===== config.mk =====
export PLATFORM = sky130hd
export DESIGN_NAME = serial_stream_feeder
export DESIGN_NICKNAME = d
export VERILOG_FILES = /design/src/rtl/serial_stream_feeder.sv
export SDC_FILE = /design/constraint.sdc
export NUM_CORES = 1
export LEC_CHECK = 0
export BUFFER_PORTS_ARGS = -buffer_cell sky130_fd_sc_hd__buf_2
export CAP_MARGIN = 0
export CORE_MARGIN = 4
export CORE_UTILIZATION = 25
export DETAILED_ROUTE_END_ITERATION = 12
export GPL_TIMING_DRIVEN = 0
export PLACE_DENSITY = 0.44
export SLEW_MARGIN = 15
export SYNTH_ARGS = -nofsm -noshare
export SYNTH_HDL_FRONTEND = slang
export SYNTH_SLANG_ARGS = --single-unit

===== constraint.sdc =====
create_clock -name CLK -period 1.6 [get_ports CLK]
set_input_delay 0.32 -clock CLK [delete_from_list [all_inputs] [get_ports CLK]]
set_output_delay 0.32 -clock CLK [all_outputs]
set_load 0.05 [all_outputs]

===== src/rtl/serial_stream_feeder.sv =====
// rtl/serial_stream_feeder.sv - MSB-first parallel-to-serial feeder with one-word holding buffer
module serial_stream_feeder #(
  parameter int WIDTH = 8,
  parameter int CNT_W = 3
) (
  input  logic             CLK,
  input  logic             RST,
  input  logic [WIDTH-1:0] Data,
  input  logic             Load,
  output logic             Ready,
  output logic             SerOut,
  output logic             Valid,
  output logic             Done
);

  typedef enum logic {IDLE, SHIFT} state_t;

  state_t             state, state_nxt;
  logic [WIDTH-1:0]   shift_reg, shift_nxt;
  logic [WIDTH-1:0]   hold_reg, hold_nxt;
  logic               hold_full, hold_full_nxt;
  logic [CNT_W-1:0]   count, count_nxt;
  logic               last_bit;
  logic               accept;

  assign last_bit = (state == SHIFT) && (count == CNT_W'(WIDTH - 1));
  assign Ready    = ~hold_full | last_bit;
  assign accept   = Load & Ready;
  assign Valid    = (state == SHIFT);
  assign SerOut   = (state == SHIFT) & shift_reg[WIDTH-1];
  assign Done     = last_bit;

  always_ff @(posedge CLK or negedge RST) begin
    if (!RST) begin
      state     <= IDLE;
      shift_reg <= '0;
      hold_reg  <= '0;
      hold_full <= 1'b0;
      count     <= '0;
    end else begin
      state     <= state_nxt;
      shift_reg <= shift_nxt;
      hold_reg  <= hold_nxt;
      hold_full <= hold_full_nxt;
      count     <= count_nxt;
    end
  end

  always_comb begin
    state_nxt     = state;
    shift_nxt     = shift_reg;
    hold_nxt      = hold_reg;
    hold_full_nxt = hold_full;
    count_nxt     = count;
    case (state)
      IDLE: begin
        if (accept) begin
          shift_nxt = Data;
          count_nxt = '0;
          state_nxt = SHIFT;
        end
      end
      SHIFT: begin
        if (last_bit) begin
          if (hold_full) begin
            // Held word takes over with no gap; a same-edge load refills the buffer.
            shift_nxt = hold_reg;
            count_nxt = '0;
            if (accept) hold_nxt = Data;
            else        hold_full_nxt = 1'b0;
          end else if (accept) begin
            shift_nxt = Data;
            count_nxt = '0;
          end else begin
            state_nxt = IDLE;
            shift_nxt = '0;
            count_nxt = '0;
          end
        end else begin
          shift_nxt = {shift_reg[WIDTH-2:0], 1'b0};
          count_nxt = count + CNT_W'(1);
          if (accept) begin
            hold_nxt      = Data;
            hold_full_nxt = 1'b1;
          end
        end
      end
      default: state_nxt = IDLE;
    endcase
  end

endmodule


==> qor.yml <==
cts:
  clk_latency_ns: 0.26
  cts_buffer_depth: 2
  cts_tree: "yes"
  htreeDepth: 1
  clkSlewWorstSetupHoldPaths_ns: 0.08
  cts_sinks: 21
  cts_buffers: 3
  cts-root-buf: "clkbuf_8"
routing:
  viasPerCell: 4.607
  vias: 691
  drtPass1Iterations: 4
  dr.first_iter.drc_count: 20
  routed_wl_um: 2151
  antenna_left: 0
  drc: 0
  wl_per_cell_um: 14.34
power_and_ir_drop:
  irDropWorstVdd_mv: 0.9161
  p_leak_nw: 0.5783
  finalPower_mw: 2.563
  p_per_area_mw_per_mm2: 2004
floorplanning:
  start_util: 0.2644
  die_y_um: 70.92
  dieArea_mm2: 0.005030
  ios: 15
  die_width_um: 70.92
  design.core.area_mm2: 0.003744
  fp-row-count: 22
worst_hold_path:
  hold_path_class: "input port to async pin"
place:
  io_buffers: 14
  gp_congestion: 0.6702
  dpl.hpwl_um: 1403
  dpl_worst_slack_ns: -0.09799
logic_synthesis:
  synth_ff_type: "dfrtp_1"
  ys_top_cells_by_count: "21 x dfrtp_1, 8 x mux2_4, 7 x a221oi_1, 7 x nor2_1, 7 x o2bb2ai_1"
  ys_warn_count: 0
  synth_top_area_cell: "dfrtp_1"
  avgSynthCellArea_um2: 12.69
  synth_cells: 78
  yosysTopAreaCellShare: 0.5310
  yosys_register_bits: 21
  syn_area_um2: 989.7
  synth_fp_nets: 91
  synth_area_leaders: "dfrtp_1 53%, mux2_4 12%, a221oi_1 6.2%"
  yosys.cell_count.top_type: "dfrtp_1"
  synth-seq-area-share: 0.5310
  synth_cell_types: 25
  synth_edf_count: 0
  ys_async_sr_fraction: 1.000
sta:
  finClkSkew_ns: 0.001070
  min_period_ns: 1.702
  fin_ws_ns: -0.1021
  fmax_mhz: 587.5
  hold_viol_final: 0
  slew_headroom: 0.6853
  slew_violations: 0
  tightest_slew_ns: 0.4721
  setup_viol: 10
  hold_slack_ns: 0.009624
  finalSetupTns_ns: -0.8282
  grt_setup_unrepaired: "true"
  post-route-period-util: 1.064
setup_path:
  ff2ff_setup_slack_ns: -0.10
  critical_path_required_ns: 1.75
  crit_start: "count[1]"
  reg2reg_depth: 6
  cp.depth: 6
  cp_slowest_cell: "dfrtp_1"
  r2r_end: "hold_reg[3]"
  worstPathMaxFanout: 8
  crit_type: "flop to flop"
  worstPathCellList: "ha_2 > ha_4 > xnor2_1 > and3_1 > buf_6 > mux2_4"
  worstSetupStartpointType: "flop"
  slowest_delay_ns: 0.39
  path_buf_inv: 1
  crit_arrival_ns: 1.85
  worstReg2RegStart: "count[1]"
  crit_family: "flip-flops"
  worstSetupEndpointType: "flop"
layout:
  fill_cells: 406
  antenna_cells: 0
  drive_gt1_frac: 0.4412
  fin_nets: 116
  area_growth_pct: 29.20
run:
  maxCapViolCount: 0
status:
  violations: "negative setup slack"
  status: "finished, violations left"
global_routing:
  grt-ovfl-total: 0
  grt_max_degree: 22
  grt_pass1_wl_um: 3519
  gr-usage-all-layers: 0.08834
  antenna_found_initial: 0
  grt_pass1_vias: 736
## through the flow
stage,area [um^2],util,std cells
after global placement,1126,0.3008,140
after detailed placement,1126,0.3008,140
final,1279,0.3416,150
after global routing,1279,0.3416,150
after CTS,1239,0.3309,147
after floorplan,996.0,-,78
## cells in the final DEF (no fill, tap or decap), types with 2 or more instances in the layout
cell and instances:
a221oi_1 7, a22o_1 2, buf_2 13, buf_4 6
buf_6 2, clkbuf_8 3, dfrtp_1 21, mux2_4 8
nand2_4 2, nand2b_1 2, nor2_1 7, o2bb2ai_1 7
## where the power goes
group / switching, mW / total [mW] / internal [mW]
Sequential: 0.149 / 0.937 / 0.788
Clock: 0.169 / 0.342 / 0.173
Combinational: 0.616 / 1.28 / 0.667
## worst max-delay path by stage
| stage | slack, ns | end |
|---|---|---|
| 2_1_floorplan | 0.004 | hold_reg[0] |
| 3_3_place_gp | -0.08 | hold_reg[7] |
| 3_5_place_dp | -0.1 | hold_reg[4] |
| 4_1_cts | -0.05 | hold_reg[4] |
| 5_1_grt | -0.20 | hold_reg[4] |
| 6_report | -0.10 | hold_reg[3] |
## layer usage
metal | GRT usage | share of wire | vias to the layer above | routed length [um]
met4 | 0.01879 | 0.0060 | 0 | 13
met2 | 0.1349 | 0.46 | 12 | 982
met5 | 0 | 0 | - | 0
met3 | 0.03835 | 0.049 | 2 | 105
met1 | 0.1164 | 0.49 | 338 | 1050
li1 | - | - | 339 | -
## cell type report
cell class                      count  area [um^2]  area share
Sequential cell                    21        525.5      0.4110
Inverter                            1        3.754    0.002935
Clock inverter                      1        5.005    0.003914
Tap cell                           48        60.06     0.04697
Multi-Input combinational cell     51        464.2      0.3630
Buffer                              5        32.53     0.02544
Timing Repair Buffer               20        146.4      0.1145
Clock buffer                        3        41.29     0.03229
## timing repair
| item | 4_1_cts | 5_1_grt |
|---|---|---|
| hold buffers | 0 | 0 |
| pin swaps | 2 | 1 |
| endpoints found under the setup margin | 10 | 17 |
| cloned | 0 | 0 |
| gates resized for setup | 11 | 3 |
| hold endpoints to repair | 0 | 0 |
| buffers inserted | 3 | 3 |
## logic make-up (layout without fill, tap and decap cells)
| family | Yosys count | count (layout) | synth area share |
|---|---|---|---|
| xor+xnor | 1 | 1 | 0.008851 |
| simple gates | 18 | 18 | 0.08977 |
| mux | 10 | 10 | 0.1429 |
| compound gates | 20 | 20 | 0.1682 |
| flops | 21 | 21 | 0.5310 |
| buf+inv | 6 | 30 | 0.03412 |
| fa+ha+maj | 2 | 2 | 0.02528 |
(Power assumes the default switching activity.)
